`src/rtl/fe_redirect_ctrl.sv`:
```
// fe_redirect_ctrl: PC owner and FE latch; takes AGEX redirects, squashes wrong-path work, honours DE stall.
// Optional FE_PERF_CNT_EN adds redirect and stall-cycle performance counters.
module fe_redirect_ctrl #(
  parameter logic [31:0] STARTPC = 32'h0000_0000
) (
  input  logic        clk,
  input  logic        reset,
  input  logic        redirect_valid,
  input  logic [31:0] redirect_target,
  input  logic        stall_de,
  input  logic [31:0] imem_rdata,
  output logic [31:0] imem_addr,
  output logic        fe_valid,
  output logic [31:0] fe_inst,
  output logic [31:0] fe_pc,
  output logic [31:0] fe_pcplus,
  output logic [31:0] fe_inst_count,
  output logic        squash_de,
  output logic        misalign_err
`ifdef FE_PERF_CNT_EN
  ,
  output logic [31:0] perf_redirects,
  output logic [31:0] perf_stall_cycles
`endif
);
  typedef enum logic [1:0] {RUN, STALL, FLUSH} state_t;
  state_t      state;
  logic [31:0] pc, cnt;
  logic        fetch;
  // a FLUSH cycle always loads because the latch is empty, even under stall
  assign fetch     = !redirect_valid && (!stall_de || state == FLUSH);
  assign imem_addr = pc;
  assign squash_de = redirect_valid;
  always_ff @(posedge clk or posedge reset) begin
    if (reset) begin
      state         <= RUN;
      pc            <= STARTPC;
      cnt           <= '0;
      fe_valid      <= 1'b0;
      fe_inst       <= '0;
      fe_pc         <= '0;
      fe_pcplus     <= '0;
      fe_inst_count <= '0;
      misalign_err  <= 1'b0;
    end else begin
      if (redirect_valid) begin
        state    <= FLUSH;
        pc       <= {redirect_target[31:2], 2'b00};
        fe_valid <= 1'b0;
      end else begin
        state <= stall_de ? STALL : RUN;
        if (fetch) begin
          fe_valid      <= 1'b1;
          fe_inst       <= imem_rdata;
          fe_pc         <= pc;
          fe_pcplus     <= pc + 32'd4;
          fe_inst_count <= cnt;
          pc            <= pc + 32'd4;
          cnt           <= cnt + 32'd1;
        end
      end
      if (redirect_valid && |redirect_target[1:0]) misalign_err <= 1'b1;
    end
  end
`ifdef FE_PERF_CNT_EN
  always_ff @(posedge clk or posedge reset) begin
    if (reset) begin
      perf_redirects    <= '0;
      perf_stall_cycles <= '0;
    end else begin
      if (redirect_valid) perf_redirects <= perf_redirects + 32'd1;
      if (stall_de && !redirect_valid) perf_stall_cycles <= perf_stall_cycles + 32'd1;
    end
  end
`endif
endmodule

```
`config.mk`:
```
export PLATFORM = sky130hd
export DESIGN_NAME = fe_redirect_ctrl
export DESIGN_NICKNAME = d
export VERILOG_FILES = /design/src/rtl/fe_redirect_ctrl.sv
export SDC_FILE = /design/constraint.sdc
export NUM_CORES = 1
export LEC_CHECK = 0
export ABC_AREA = 1
export BUFFER_PORTS_ARGS = -buffer_cell sky130_fd_sc_hd__buf_2
export CORE_ASPECT_RATIO = 1.4
export CORE_UTILIZATION = 48
export CTS_CLUSTER_DIAMETER = 80
export CTS_CLUSTER_SIZE = 14
export DETAILED_ROUTE_END_ITERATION = 6
export HOLD_SLACK_MARGIN = 0.03
export PLACE_DENSITY = 0.84
export RECOVER_POWER = 25
export SETUP_SLACK_MARGIN = 0.5
export SLEW_MARGIN = 40
export SYNTH_ARGS = -nofsm -noshare
export SYNTH_HDL_FRONTEND = slang
export SYNTH_SLANG_ARGS = --single-unit
```
`constraint.sdc`:
```
create_clock -name clk -period 17.8 [get_ports clk]
set_input_delay 2.67 -clock clk [delete_from_list [all_inputs] [get_ports clk]]
set_output_delay 2.67 -clock clk [all_outputs]
set_load 0.01 [all_outputs]
```
* After elaboration in Yosys (flattened, before gate mapping)
Cells that the tools add are included.
** Word-level totals
- Bits in registers :: 196
- Output and inout port bits :: 163
** Operators by class
- $add $sub $neg :: 2
- Equality and inequality tests :: 1
- Muxes and demuxes :: 6
- Bitwise operators :: 1
- Reductions and logical operators :: 8
** Operators with widths (number)
- two-way mux 32 bit :: 2
- adder 32 x 1 -> 32 bit, second input constant :: 1
- adder 32 x 3 -> 32 bit, second input constant :: 1
- two-way mux 1 bit :: 3
- == test 2 bit, second input constant :: 1
- logical AND 1 bit :: 2
- zero test 1 bit :: 2
- two-way mux 2 bit :: 1
- AND reduction 2 bit :: 1
- nonzero test 2 bit :: 1
- OR reduction 2 bit :: 1
- logical OR 1 bit :: 1
- NOT 1 bit :: 1

* Depth between registers and ports, before layout
- Depth in word-level cells :: 5
- Depth in mapped cells :: 10

* Least setup slack after synthesis
OpenSTA, ideal clock, no wires.
- Kind :: input to output
- Start point :: in redirect_valid
- End point :: out squash_de
- Arrival :: 2.789 ns
- Data required time :: 15.130 ns
- Path slack :: 12.341 ns
- Cell stages on the path :: 1
- Path buffers :: 1
- Cells stage by stage :: buf_4
** RTL lines
- start, declared :: line 8 : input logic redirect_valid,
- end, declared :: line 18 : output logic squash_de,
No word-level cell between the ends.

==> results.yml <==
critical_path:
  critical_path.max_stage_delay_ps: 2820
  crit_buf_inv: 3
  crit_family: "buffers and inverters"
  critPathKind: "primary input to asynchronous set/reset pin"
  cp.arrival_ps: 8510
  worstPathCellList: "buf_2 > clkinvlp_2 > clkbuf_1"
  critPathLaunchType: "primary input"
  worstSetupEndpointType: "asynchronous set/reset pin"
  cp_max_fo: 117
  crit_slowest_cell: "clkbuf_1"
  required_ps: 17470
run_status:
  status: "finished with violations"
  violations: "capacitance limit, slew limit"
power_and_ir_drop:
  power_leakage_nw: 5.72
  intPower_w: 0.000748
  combPwrFrac_pct: 17.7
  vdd_drop_max_mv: 0.0539
  power.density_nw_per_um2: 102
  clock_power_share_pct: 32.9
  switchingPower_w: 0.000323
  switching_share_pct: 30.2
  seqPwrFrac_pct: 49.3
layout:
  layout.cells.non_filler: 1525
  syn_to_final_growth_pct: 20.4
  design_area_um2: 10500
  drive_gt1_share_pct: 23.0
  num_antenna_cells: 0
  nets: 1346
placed_design:
  dpl_worst_slack_ps: 11650
  place.gp.congestion: 0.918
  post-dp-hpwl_um: 15600
  dpl-instance-area_um2: 9970
  portBuffers: 224
  dp_cells: 1493
die:
  row_count: 57
  core_um2: 17500
  pin_count: 231
  die_w_um: 116
  start_util_pct: 49.7
  fp.dieH_um: 161
  fp.dieArea_um2: 18700
drt:
  wl_per_cell_um: 14.5
  drt_iter0_drc: 466
  wirelength_um: 22100
  num_vias: 7608
  vias_per_cell: 4.99
  postRouteAntennaNets: 0
  drcViolationCount: 0
  firstDrtPassIters: 5
timing:
  hold_viol: 0
  post-route-period-util_pct: 49.6
  hold-worst-slack_ps: 474
  slew_headroom_pct: -237
  finalSetupTns_ps: 0
  fmax_mhz: 113
  setup_violations: 0
  skew_ps: 7.62
  slew_violations: 229
  finalCriticalPeriod_ps: 8830
  rsz0062_at_grt: "no"
  worst_slack_ps: 8970
  max_slew.worst_pin.slew_ps: 5030
synth:
  ys.warnings.count: 0
  synth_top_cell_by_area: "dfrtp_1"
  ys_types: 30
  syn_avg_cell_area_um2: 8.18
  ys_ff_latch: 190
  syn-instance-count: 1065
  synth_seq_area_share_pct: 54.6
  syn_area_um2: 8710
  synthTopCellsByArea: "dfrtp_1 55%, nand2_1 19%, inv_1 4.3%"
  synth_top_area_share_pct: 54.6
clock_tree:
  cts_resized: 0
  cts_max_level: 4
  post_cts_buffers: 0
  clk_pin_slew_ps: 70
  max-clock-path-buffers: 2
  root_buffer: "clkbuf_16"
  cts-hold-fix-buffers: 0
  cts_tree: "built"
  insertion_delay_ps: 430
  cts_sinks: 190
  numCtsBuffers: 17
min_path:
  hp-class: "register to register"
global_route:
  grt_pass1_wl_um: 35100
  grt_pass1_vias: 7324
  overflow: 0
  grt_antenna_before_repair: 0
  grt_max_degree: 124
  grt.total_usage_pct: 24.3
job:
  drv_cap: 3
==> cell type report <==
cell class,count,area [um2]
clock buffers,25,485
multi-input cells,735,3360
well taps,236,295
inverters,105,395
fillers,1576,7060
repair buffers,227,1140
clock inverters,7,56.3
flip-flops and latches,190,4750
==> sequential cells by signal (all words and copies together) (netlist names) <==
name and flops:
imem_addr 30, fe_pcplus 30, fe_inst 32, misalign_err 1, cnt 32, state 2, fe_pc 30, fe_valid 1
fe_inst_count 32
==> synthesized netlist by cell type <==
cell type  instances
nand3_2            1
nor2_2            12
o211ai_1           9
nand2_4            5
xnor2_1            3
a21oi_1            6
nand2_1          450
conb_1             1
nor3_1             2
buf_6              1
nand3_1           53
clkbuf_1           8
inv_2              5
xor2_1            20
nor2_8             2
inv_1            100
ha_1               2
or2_2              1
o21ai_1           27
buf_4             12
nor2_4            12
o21bai_1           1
buf_2             19
nand4_1           10
nor2_1            54
and2_1             1
dfrtp_1          190
nor3_2             2
o21ai_0           50
nand2_2            6
==> layer usage <==
| layer | global-route usage [%] | vias up | wire length [um] |
|---|---|---|---|
| met1 | 28.1 | 3570 | 8690 |
| met5 | 0 | - | 0 |
| li1 | - | 3696 | - |
| met2 | 42.2 | 285 | 11400 |
| met3 | 4.69 | 57 | 1130 |
| met4 | 12.9 | 0 | 870 |
==> logic make-up (layout without fill, tap and decap cells) <==
group	count (synthesis)	in the layout	synth area share (%)
flops	190	190	54.6
fa+ha+maj	2	2	0.287
buf+inv	145	364	7.12
simple gates	611	611	30.0
xor+xnor	23	23	2.31
other cells	1	6	0.0430
compound gates	93	93	5.63
==> cell usage in the layout (no fill, tap or decap), types with 2 or more instances in the layout <==
cell / count
nand2_1: 449
buf_2: 223
dfrtp_1: 190
inv_1: 100
nor2_1: 55
nand3_1: 54
o21ai_0: 50
o21ai_1: 27
xor2_1: 20
clkbuf_16: 17
nor2_4: 12
nor2_2: 11
nand4_1: 10
o211ai_1: 9
nand2_2: 7
clkbuf_1: 7
a21oi_1: 6
conb_1: 6
inv_2: 4
nand2_4: 4
clkinvlp_4: 4
xnor2_1: 3
clkbuf_8: 3
nor3_1: 2
nor2_8: 2
nor3_2: 2
ha_1: 2
clkinv_4: 2
buf_4: 2
==> power by group through the flow <==
stage	clock, W	sequential [W]	combinational [W]
after floorplan	0	0.000551	0.0000899
after global placement	0	0.000533	0.000187
after detailed placement	0	0.000535	0.000192
after CTS	0.000359	0.000528	0.000193
after global routing	0.000377	0.000535	0.000214
final	0.000353	0.000529	0.000190
==> stage by stage <==
step | utilization [%] | total power, W
global route | 59.8 | 0.00113
floorplan | - | 0.000641
CTS | 59.9 | 0.00108
detailed placement | 56.8 | 0.000727
finish | 59.8 | 0.00107
global placement | 56.8 | 0.000720
==> worst min-delay path, cell delays in order, from the launching register on <==
cell     delay (ps)
dfrtp_1         340
nand2_1          50
nand2_1          50
==> path summary, 6_finish.rpt <==
| kind | start | to | slack, ps | cells past startpoint |
|---|---|---|---|---|
| worst max-delay path | reset | cnt[15]$_DFFE_PP0P_ | 8970 | 3 |
| worst min-delay path | fe_inst[9]$_DFFE_PP0P_ | fe_inst[9]$_DFFE_PP0P_ | 470 | 2 |
| worst max register to register | state[0]$_DFF_PP0_ | cnt[15]$_DFFE_PP0P_ | 15180 | 11 |
| worst min register to register | fe_inst[9]$_DFFE_PP0P_ | fe_inst[9]$_DFFE_PP0P_ | 470 | 2 |
| max in group clk | redirect_valid | squash_de | 10930 | 2 |
| min in group asynchronous | reset | fe_inst_count[3]$_DFFE_PP0P_ | 3780 | 2 |
(Power assumes the default switching activity.)
